**src/rtl/uart_frame_pkg.sv**
```systemverilog
// Shared definitions for the measurement-link UART receiver.
//   HEADER_DEFAULT : frame start byte
//   FRAME_LEN      : bytes per frame (header + 16 payload + checksum)
//   PAYLOAD_LEN    : counter bytes between header and checksum
//   parse_state_t  : frame parser states
//   rx_state_t     : byte receiver states
package uart_frame_pkg;

  localparam logic [7:0] HEADER_DEFAULT = 8'hA5;
  localparam int         FRAME_LEN      = 18;
  localparam int         PAYLOAD_LEN    = 16;

  typedef enum logic [1:0] {
    HUNT,
    PAYLOAD,
    CHECK
  } parse_state_t;

  typedef enum logic [1:0] {
    IDLE,
    START,
    DATA,
    STOP
  } rx_state_t;

endpackage

```
**src/rtl/uart_rx_byte.sv**
```systemverilog
// 8N1 byte receiver.
//   clk, rst_n  : system clock, asynchronous active-low reset
//   rx          : UART line, idle high, asynchronous to clk
//   data        : received byte, valid while byte_valid is high
//   byte_valid  : one-cycle strobe, a byte with a good stop bit arrived
//   byte_err    : one-cycle strobe, stop bit sampled low
module uart_rx_byte
  import uart_frame_pkg::*;
#(
  parameter int BAUD_DIV = 868
) (
  input  logic       clk,
  input  logic       rst_n,
  input  logic       rx,
  output logic [7:0] data,
  output logic       byte_valid,
  output logic       byte_err
);

  localparam int              DIV_W    = $clog2(BAUD_DIV);
  localparam logic [DIV_W-1:0] DIV_FULL = DIV_W'(BAUD_DIV - 1);
  localparam logic [DIV_W-1:0] DIV_HALF = DIV_W'(BAUD_DIV / 2 - 1);

  logic             rx_meta;
  logic             rx_sync;
  logic             rx_prev;
  rx_state_t        state;
  logic [DIV_W-1:0] div;
  logic [2:0]       bit_cnt;
  logic             stop_wait;
  logic [7:0]       shreg;
  logic             tick;

  assign tick = (div == '0);
  // The shift register is stable from the last data bit until the next
  // byte's first data bit, so it can be presented directly.
  assign data = shreg;

  // Synchroniser and edge history preset to the idle level so that reset
  // release never looks like a start bit.
  always_ff @(posedge clk or negedge rst_n) begin
    if (!rst_n) begin
      rx_meta <= 1'b1;
      rx_sync <= 1'b1;
      rx_prev <= 1'b1;
    end else begin
      // NOTE: non-blocking assignments make each stage take the previous
      // stage's old value, which is what builds a real flop chain.
      rx_meta <= rx;
      rx_sync <= rx_meta;
      rx_prev <= rx_sync;
    end
  end

  always_ff @(posedge clk or negedge rst_n) begin
    if (!rst_n) begin
      state      <= IDLE;
      div        <= '0;
      bit_cnt    <= '0;
      stop_wait  <= 1'b0;
      byte_valid <= 1'b0;
      byte_err   <= 1'b0;
    end else begin
      byte_valid <= 1'b0;
      byte_err   <= 1'b0;
      unique case (state)
        IDLE: begin
          if (rx_prev && !rx_sync) begin
            state <= START;
            div   <= DIV_HALF;
          end
        end
        START: begin
          // Mid start bit: still low means a real start, high means a glitch.
          if (tick) begin
            if (!rx_sync) begin
              state   <= DATA;
              div     <= DIV_FULL;
              bit_cnt <= '0;
            end else begin
              state <= IDLE;
            end
          end else begin
            div <= div - 1'b1;
          end
        end
        DATA: begin
          if (tick) begin
            div     <= DIV_FULL;
            bit_cnt <= bit_cnt + 3'd1;
            if (bit_cnt == 3'd7) state <= STOP;
          end else begin
            div <= div - 1'b1;
          end
        end
        STOP: begin
          if (stop_wait) begin
            // Break or framing error: only re-arm once the line is idle again.
            if (rx_sync) begin
              stop_wait <= 1'b0;
              state     <= IDLE;
            end
          end else if (tick) begin
            if (rx_sync) begin
              byte_valid <= 1'b1;
              state      <= IDLE;
            end else begin
              byte_err  <= 1'b1;
              stop_wait <= 1'b1;
            end
          end else begin
            div <= div - 1'b1;
          end
        end
        default: state <= IDLE;
      endcase
    end
  end

  // NOTE: pure datapath register, always fully overwritten before it is
  // qualified by byte_valid, so it carries no reset.
  always_ff @(posedge clk) begin
    if (state == DATA && tick) shreg <= {rx_sync, shreg[7:1]};
  end

endmodule

```
**src/rtl/uart_rx_frame.sv**
```systemverilog
// Measurement-link frame receiver: header hunt, counter assembly,
// checksum verification and inter-byte timeout.
//   clk, rst_n   : system clock, asynchronous active-low reset
//   rx           : UART line, idle high
//   cnt_clk, cnt_square, cnt_pulse, cnt_time : counters of the last good frame
//   frame_valid  : one-cycle strobe, all counters updated this cycle
//   chk_err      : one-cycle strobe, checksum mismatch, frame dropped
//   frm_err      : one-cycle strobe, stop bit low or inter-byte timeout
module uart_rx_frame
  import uart_frame_pkg::*;
#(
  parameter int         CLK_FREQ     = 100_000_000,
  parameter int         BAUD         = 115200,
  parameter logic [7:0] HEADER       = HEADER_DEFAULT,
  parameter int         TIMEOUT_BITS = 20
) (
  input  logic        clk,
  input  logic        rst_n,
  input  logic        rx,
  output logic [31:0] cnt_clk,
  output logic [31:0] cnt_square,
  output logic [31:0] cnt_pulse,
  output logic [31:0] cnt_time,
  output logic        frame_valid,
  output logic        chk_err,
  output logic        frm_err
);

  localparam int BAUD_DIV = CLK_FREQ / BAUD;
  localparam int TO_LIMIT = TIMEOUT_BITS * BAUD_DIV;
  localparam int TO_W     = $clog2(TO_LIMIT + 1);

  logic [7:0]      data;
  logic            byte_valid;
  logic            byte_err;
  parse_state_t    state;
  logic [3:0]      idx;
  logic [7:0]      sum;
  logic [127:0]    shadow;
  logic [TO_W-1:0] to_cnt;
  logic            timeout;

  uart_rx_byte #(
    .BAUD_DIV (BAUD_DIV)
  ) u_rx (
    .clk        (clk),
    .rst_n      (rst_n),
    .rx         (rx),
    .data       (data),
    .byte_valid (byte_valid),
    .byte_err   (byte_err)
  );

  // to_cnt holds the number of cycles elapsed since the last byte_valid, so
  // frm_err lands exactly TO_LIMIT cycles after the last byte of a stalled frame.
  assign timeout = (state != HUNT) && (to_cnt == TO_W'(TO_LIMIT - 1));

  always_ff @(posedge clk or negedge rst_n) begin
    if (!rst_n)                     to_cnt <= '0;
    else if (byte_valid)            to_cnt <= TO_W'(1);
    else if (state == HUNT || timeout) to_cnt <= '0;
    else                            to_cnt <= to_cnt + 1'b1;
  end

  // Counter bytes arrive MSB first, so shifting left leaves cnt_clk on top.
  always_ff @(posedge clk) begin
    if (state == PAYLOAD && byte_valid) shadow <= {shadow[119:0], data};
  end

  always_ff @(posedge clk or negedge rst_n) begin
    if (!rst_n) begin
      state       <= HUNT;
      idx         <= '0;
      sum         <= '0;
      cnt_clk     <= '0;
      cnt_square  <= '0;
      cnt_pulse   <= '0;
      cnt_time    <= '0;
      frame_valid <= 1'b0;
      chk_err     <= 1'b0;
      frm_err     <= 1'b0;
    end else begin
      frame_valid <= 1'b0;
      chk_err     <= 1'b0;
      frm_err     <= 1'b0;
      unique case (state)
        HUNT: begin
          // Line errors here are just noise before a frame; ignore them.
          if (byte_valid && data == HEADER) begin
            state <= PAYLOAD;
            idx   <= '0;
            sum   <= '0;
          end
        end
        PAYLOAD, CHECK: begin
          if (byte_err || (timeout && !byte_valid)) begin
            frm_err <= 1'b1;
            state   <= HUNT;
          end else if (byte_valid) begin
            if (state == PAYLOAD) begin
              // A header value here is payload data, never a resync.
              sum <= sum + data;
              idx <= idx + 4'd1;
              if (idx == 4'(PAYLOAD_LEN - 1)) state <= CHECK;
            end else begin
              if (data == sum) begin
                cnt_clk     <= shadow[127:96];
                cnt_square  <= shadow[95:64];
                cnt_pulse   <= shadow[63:32];
                cnt_time    <= shadow[31:0];
                frame_valid <= 1'b1;
              end else begin
                chk_err <= 1'b1;
              end
              state <= HUNT;
            end
          end
        end
        default: state <= HUNT;
      endcase
    end
  end

endmodule

```
**config.mk**
```make
export PLATFORM = sky130hd
export DESIGN_NAME = uart_rx_frame
export DESIGN_NICKNAME = d
export VERILOG_FILES = /design/src/rtl/uart_frame_pkg.sv /design/src/rtl/uart_rx_byte.sv /design/src/rtl/uart_rx_frame.sv
export SDC_FILE = /design/constraint.sdc
export NUM_CORES = 1
export LEC_CHECK = 0
export CAP_MARGIN = 20
export CORE_ASPECT_RATIO = 0.8
export CORE_UTILIZATION = 50
export DETAILED_ROUTE_END_ITERATION = 8
export PLACE_DENSITY = 0.8
export REMOVE_ABC_BUFFERS = 1
export SLEW_MARGIN = 10
export SYNTH_ARGS = -nofsm -noshare
export SYNTH_HDL_FRONTEND = slang
export SYNTH_SLANG_ARGS = --single-unit
```
**constraint.sdc**
```tcl
create_clock -name clk -period 3.81 [get_ports clk]
set_input_delay 0.381 -clock clk [delete_from_list [all_inputs] [get_ports clk]]
set_output_delay 0.381 -clock clk [all_outputs]
set_load 0.02 [all_outputs]
```
### Word level (Yosys, flattened, before mapping)

Index checks and enable logic that the tools add are counted.

* bits in registers: 317
* input port bits: 3
* output and inout port bits: 131
* logic and storage cells: 136

* add/sub/neg operators: 5
* eq/ne operators: 25
* mux-type cells: 59
* bitwise gates (word level): 2
* reduce and logical (&&, ||, !) cells: 23

Operator list (number)
* $mux 10: 6
* $pmux 10 s4: 1
* $mux 8: 4
* $mux 15: 2
* $mux 2: 13
* $mux 1: 21
* $mux 4: 4
* $pmux 8 s2: 1
* $add 15x1->15 const B: 1
* $eq 15x15->1 const B: 1
* $reduce_and 5->1: 3
* $ne 2x1->1 const B: 6
* $logic_not 10->1: 1
* $ne 2x2->1 const B: 5
* $sub 10x1->10 const B: 1
* $mux 3: 3
* $add 8x8->8: 1
* $eq 8x8->1: 1
* $eq 8x8->1 const B: 1
* $pmux 2 s4: 1
* $pmux 4 s2: 1
* $reduce_and 4->1: 2
* $eq 2x2->1 const B: 3
* $logic_and 1x1->1: 6
* 18 further kinds: 25

### Longest topological paths before layout

Gate-level depths: netlist (run 1).

* depth in word-level cells: 6
* depth in mapped cells: 9
* gate-level depth less buffers: 7

### Hierarchy

A second synthesis (run 1) with hierarchy kept.

* cells, all modules: 735
* area total of the unflattened synthesis: 12557.0 µm²

Modules (own cells, without submodules)
* uart_rx_frame: instances 1, cells an instance 603, area each 11056.9 µm², sequential area each 7847.5 µm²
* uart_rx_byte: instances 1, cells an instance 132, area each 1500.2 µm², sequential area each 769.5 µm²

### Worst setup path after synthesis (run 1)

No wires, ideal clock.

* path type: register to register
* start point: reg state[1]
* end point: reg shadow[0] (enable)
* setup time: 0.502 ns
* data arrival time: 3.548 ns
* required time: 3.308 ns
* setup slack: -0.239 ns
* cell stages (with the launch flop): 4
* path buffers: 0
* period minus slack after synthesis: 4.049 ns
* path through: dfrtp_1 inv_1 ha_1 and2_1

* cells in the longest elaborated chain, start to end: 2

RTL lines
* start, declared: line uart_rx_frame.sv:36 `parse_state_t state;`
* start signal, assigned: line uart_rx_frame.sv:72 `state <= HUNT;`
* start signal, assigned: line uart_rx_frame.sv:90 `state <= PAYLOAD;`
* start signal, assigned: line uart_rx_frame.sv:98 `state <= HUNT;`
* $eq 2x1->1: line uart_rx_frame.sv:67 `if (state == PAYLOAD && byte_valid) shadow <= {shadow[119:0], data};`
* $logic_and 1x1->1: line uart_rx_frame.sv:67
* end signal, assigned: line uart_rx_frame.sv:67
* end, declared: line uart_rx_frame.sv:39 `logic [127:0] shadow;`

No other way between the ends.
A chain may end at the register's enable or synchronous reset.

### Worst setup path in the final report (run 1)

* start point: reg u_rx.shreg[3] (netlist: u_rx.data[3])
* end point: reg cnt_clk[28]

* cells in the longest elaborated chain, start to end: 2

RTL lines
* start, declared: line uart_rx_byte.sv:31 `logic [7:0] shreg;`
* start signal, assigned: line uart_rx_byte.sv:123 `if (state == DATA && tick) shreg <= {rx_sync, shreg[7:1]};`
* $eq 8x8->1: line uart_rx_frame.sv:106 `if (data == sum) begin`
* $reduce_and 5->1 (no line)
* end signal, assigned: line uart_rx_frame.sv:107 `cnt_clk <= shadow[127:96];`
* end, declared: line uart_rx_frame.sv:20 `output logic [31:0] cnt_clk,`

No other way between the ends.

==> impl_metrics.toml, run 1 <==
[status]
status = "finished clean"

[detailed_routing]
ant_nets = 0
drtIter0Drc = 464
wl_per_cell_um = 17.3
drc = 0
routed_wl_um = 20700
vias = 6322
drtPass1Iterations = 5
viasPerCell = 5.29

[worst_setup_path]
crit_required_ps = 4220
startpoint_type = "flip-flop"
path_max_fanout = 77
worst_setup_path_end_kind = "flip-flop"
reg2reg_slack_ps = 980
critPathKind = "flip-flop to flip-flop"
cp.arrival_ps = 3230

[sta]
finalSetupViolCount = 0
finalHoldViolCount = 0
tightest_slew_ps = 1030
fin_crit_ps = 2830
timing.hold.ws_ps = 250
fmax_mhz = 354
slew_viol_final = 0
skew_ps = 9.48
period_share_pct = 74.2
worst_slack_ps = 983
rsz0062_at_grt = "false"
slew_headroom_pct = 31.4

[synth]
yosysWarnings = 0
synth_top_area_share_pct = 37.7
ys_ff_latch = 317
synth-edff-count = 136
syn-cell-area_um2 = 11800
synthArstFlopShare_pct = 57.1
seq_area_frac_synth_pct = 72.9
synth_flop_cell = "dfrtp_1"
synth_cells = 715
yosys-top-cells-area = "dfrtp_1 38%, edfxtp_1 35%, mux2_2 10%"
syn_area_per_cell_um2 = 16.5
ys_top_cells_by_count = "178 x dfrtp_1, 136 x edfxtp_1, 105 x mux2_2"
yosysUniqueCellTypes = 56
yosys.area.top_type = "dfrtp_1"
synth_most_common_cell = "dfrtp_1"

[die]
coreArea_um2 = 22800
initial_core_util_pct = 51.8
die_x_um = 174
pin_count = 134
die-height_um = 140
rows = 49
dieArea_um2 = 24300

[cts]
clock_path_buffers = 3
cts_tree = "yes"
insertion_delay_ps = 540
cts_buffers = 30
cts.clk_slew.worst_paths_ps = 60
postCtsSetupRepairBufs = 0
htree_levels = 1
ctsRootBufferMaster = "clkbuf_16"
cts_sinks = 317

[pwr]
pwr_density_cell_nw_per_um2 = 527
ir_worst_vdd_v = 0.000340
p_leak_uw = 0.00625

[grt]
grt_pass1_vias = 6458
grt-ovfl-total = 0
grt_pass1_wl_um = 34400
grt_max_degree = 108
gr-usage-all-layers_pct = 17.7
antenna_found_initial = 0

[min_path]
hp-class = "input port to flip-flop"

[final_layout]
drive_gt1_share_pct = 19.9
diodes = 0
area_growth_pct = 23.5
final_nets = 890

[place]
dp_hpwl_um = 13000
place.gp.congestion = 0.860
io_buffers = 133
place_ws_ps = 1000

[job]
drv_cap = 0
==> logic make-up (layout without fill, tap and decap cells) <==
family,Yosys count,count (layout),synth area share (%)
flip-flops,317,317,72.9
multiplexers,135,135,12.8
AND/OR/NAND/NOR,98,98,4.41
AO/OA/AOI/OAI,86,86,5.02
buffers and inverters,40,215,1.27
adder cells (fa/ha/maj),20,20,2.18
XOR/XNOR,19,19,1.41
==> through the flow <==
step	power (µW)	utilization (%)	cells	area (µm²)	TNS [ps]
detailed placement	4680	59.3	1139	13500	0
global placement	4640	59.3	1139	13500	0
floorplan	4440	-	692	11700	-143950
finish	7700	64.0	1196	14600	0
CTS	7760	64.0	1195	14600	0
global route	8040	64.0	1196	14600	0
==> sequential cells by signal (all words and copies together) (netlist names), 8 cells and up, named ones only <==
name / count
cnt_square: 32
cnt_clk: 32
to_cnt: 15
cnt_pulse: 32
sum: 8
u_rx.data: 8
cnt_time: 32
u_rx.div: 10
shadow: 128
==> placed cells by master, fill, tap and decap left out, types with 7 or more instances in the layout <==
cell type	instances
a21o_1	7
a21oi_1	21
a22o_1	15
buf_4	7
clkbuf_16	31
clkdlybuf4s50_1	132
clkinv_2	7
dfrtp_1	178
edfxtp_1	136
ha_1	19
inv_1	17
mux2_1	25
mux2_2	105
nand2_1	18
nand3_1	14
nor2_1	21
nor3_1	12
o21ai_0	14
xnor2_1	11
xor2_1	8
==> worst paths after layout <==
check,start,endpoint,cells after the start
worst max-delay path,u_rx.data[3],cnt_clk[28],7
worst min-delay path,rx,u_rx.rx_meta,1
worst max register to register,u_rx.data[3],cnt_clk[28],7
worst min register to register,u_rx.rx_meta,u_rx.rx_sync,0
max in group asynchronous,rst_n,idx[3],3
min in group asynchronous,rst_n,cnt_square[15],2
==> per-layer routing <==
metal | global-route usage (%) | up-vias | routed length [µm]
met1 | 26.9 | 3169 | 10200
li1 | - | 2958 | -
met3 | 3.36 | 25 | 1010
met5 | 0 | - | 0
met4 | 3.92 | 0 | 311
met2 | 26.5 | 170 | 9170
==> layout make-up <==
| class | count | area [µm²] |
|---|---|---|
| multi-input combinational | 358 | 3060 |
| clock buffer | 40 | 850 |
| fill | 1616 | 8210 |
| timing repair buffer | 143 | 1430 |
| sequential | 317 | 8620 |
| tap | 306 | 383 |
| clock inverter | 15 | 191 |
| inverter | 17 | 63.8 |
==> worst max-delay path, stage by stage, from the launching register on <==
cell,delay [ps]
edfxtp_1,430
ha_1,380
nor4_1,290
nand2_1,70
nor4_1,480
nand2b_4,80
buf_4,410
mux2_1,470
==> what timing repair did <==
| item | 4_1_cts | 5_1_grt |
|---|---|---|
| hold buffers | 1 | 0 |
| gates resized for setup | 0 | 0 |
| hold endpoints to repair | 14 | 0 |
==> power breakdown <==
part | switching [µW] | total, µW | internal, µW
Clock | 1220 | 3060 | 1840
Sequential | 104 | 3750 | 3650
Combinational | 524 | 882 | 359
Total | 1850 | 7700 | 5850
Power figures use the tool's default switching activity.
==> run 2, diff against run 1 <==
Settings changed: PLACE_DENSITY 0.8 to 0.77.
Clock period 3.81 ns to 2.65 ns, I/O delays scaled along.
==> run 2 against run 1 <==
Compared with the run above: sequential share of layout area fell by 0.43 points; sequential power up 44%; flip-flop and latch count unchanged; critical path type unchanged; largest power group unchanged.
==> impl_metrics.toml, run 2 (synthesized netlist as in run 1, its figures left out) <==
[status]
status = "finished clean"

[worst_setup_path]
worst_path_largest_cell_delay_ps = 540
cp.arrival_ps = 2850
critPathKind = "flip-flop to flip-flop"
worstPathCellList = "or4_1 -> or4_4 -> nor4bb_1 -> a211oi_2 -> mux2_1"
path_max_fanout = 5
reg2reg_depth = 5
worst_path_max_delay_cell = "or4_1"
crit_required_ps = 3080
startpoint_type = "flip-flop"
worst_setup_path_end_kind = "flip-flop"

[final_layout]
final_nets = 899
mostFrequentLayoutCells = "178 x dfrtp_1, 136 x edfxtp_1, 132 x clkdlybuf4s50_1"
diodes = 0
largest_reg_flops = 128
final_common_cell = "dfrtp_1"
drive_gt1_share_pct = 20.9
final_util_pct = 64.5
multi_input_area_um2 = 3060
regArea_um2 = 8620
final_area_um2 = 14700
top_register = "shadow"
area_growth_pct = 24.4
fill_cells = 1622

[detailed_routing]
viasPerCell = 5.37
drtPass1Iterations = 4
wl_per_cell_um = 17.1
vias = 6471
drc = 0
drtIter0Drc = 444
ant_nets = 0
routed_wl_um = 20600

[min_path]
hold_depth = 1
hp-class = "input port to flip-flop"

[sta]
period_share_pct = 91.0
slew_headroom_pct = 54.4
fin_crit_ps = 2410
skew_ps = 9.58
slew_viol_final = 0
finalHoldViolCount = 0
tightest_slew_ps = 674
finalSetupViolCount = 0
fmax_mhz = 415
rsz0062_at_grt = "false"

[grt]
gr-usage-all-layers_pct = 17.3
grt_pass1_wl_um = 34000
antenna_found_initial = 0
grt_pass1_vias = 6545
grt-ovfl-total = 0
grt_max_degree = 78

[place]
dp_hpwl_um = 13200
io_buffers = 133
place.gp.congestion = 0.868
dpl-instance-area_um2 = 13700

[cts]
htree_levels = 1
postCtsSetupRepairBufs = 0
insertion_delay_ps = 560
cts_buffers = 30
cts.clk_slew.worst_paths_ps = 60
cts_tree = "yes"
clock_path_buffers = 3
cts_sinks = 317
ctsRootBufferMaster = "clkbuf_16"

[die]
coreArea_um2 = 22800
die_x_um = 174
pin_count = 134
rows = 49
die-height_um = 140
dieArea_um2 = 24300
initial_core_util_pct = 51.8

[pwr]
p_leak_uw = 0.00630
ir_worst_vdd_v = 0.000852
pwr_density_cell_nw_per_um2 = 748

[job]
drv_cap = 0
run 2: cell types whose count changed in the layout (fill, tap and decap cells not counted), sizes merged:
cell          previous run  this run
dlymetal6s2s             1         0
bufinv                   4         2
clkinv                   9        10
buf                      8        19
clkbuf                  41        42
run 2: path summary, 6_finish.rpt:
kind                                    from            end  slack, ps
worst min register to register  u_rx.rx_meta   u_rx.rx_sync        360
max in group asynchronous              rst_n  cnt_pulse[20]       1650
worst max register to register     to_cnt[4]       state[0]        240
min in group asynchronous              rst_n    cnt_clk[31]        250
worst min-delay path                      rx   u_rx.rx_meta        120
worst max-delay path               to_cnt[4]       state[0]        240
run 2: timing repair:
action	CTS	global route
hold endpoints to repair	52	0
gates resized for setup	0	0
hold buffers	1	0
run 2: routing by layer:
| layer | global-route usage [%] | vias to the layer above | part of all wire (%) |
|---|---|---|---|
| met1 | 25.3 | 3284 | 47 |
| met2 | 27.3 | 164 | 47 |
| met4 | 3.69 | 0 | 1.6 |
| met5 | 0 | - | 0 |
| met3 | 2.98 | 37 | 4.7 |
| li1 | - | 2986 | - |
run 2: metrics by stage:
step	total power, µW	hold slack (ps)	setup TNS [ps]	instances	setup slack [ps]
after global placement	6770	281	0	1149	322
final	11000	117	0	1206	237
after global routing	11500	105	0	1206	143
after detailed placement	6820	279	0	1149	254
after CTS	11100	98.0	0	1206	249
after floorplan	6390	-30.6	-442070	692	-2090
run 2: final cells by class:
type | instances | area share (%)
multi-input combinational | 358 | 20.8
inverter | 17 | 0.434
clock buffer | 42 | 5.89
tap | 306 | 2.60
sequential | 317 | 58.6
timing repair buffer | 152 | 10.6
clock inverter | 14 | 1.08
run 2: report_power, final:
| part | switching (µW) | leakage (µW) | internal [µW] |
|---|---|---|---|
| combinational | 758 | 0.00208 | 575 |
| sequential | 153 | 0.00372 | 5240 |
| clock | 1780 | 0.000506 | 2490 |
| total | 2690 | 0.00630 | 8310 |
run 2: worst max-delay path: cells and delay by family (launching register included):
kind	cells	cell delay, ps
flops	1	410
compound gates	1	290
mux	1	350
simple gates	3	1240
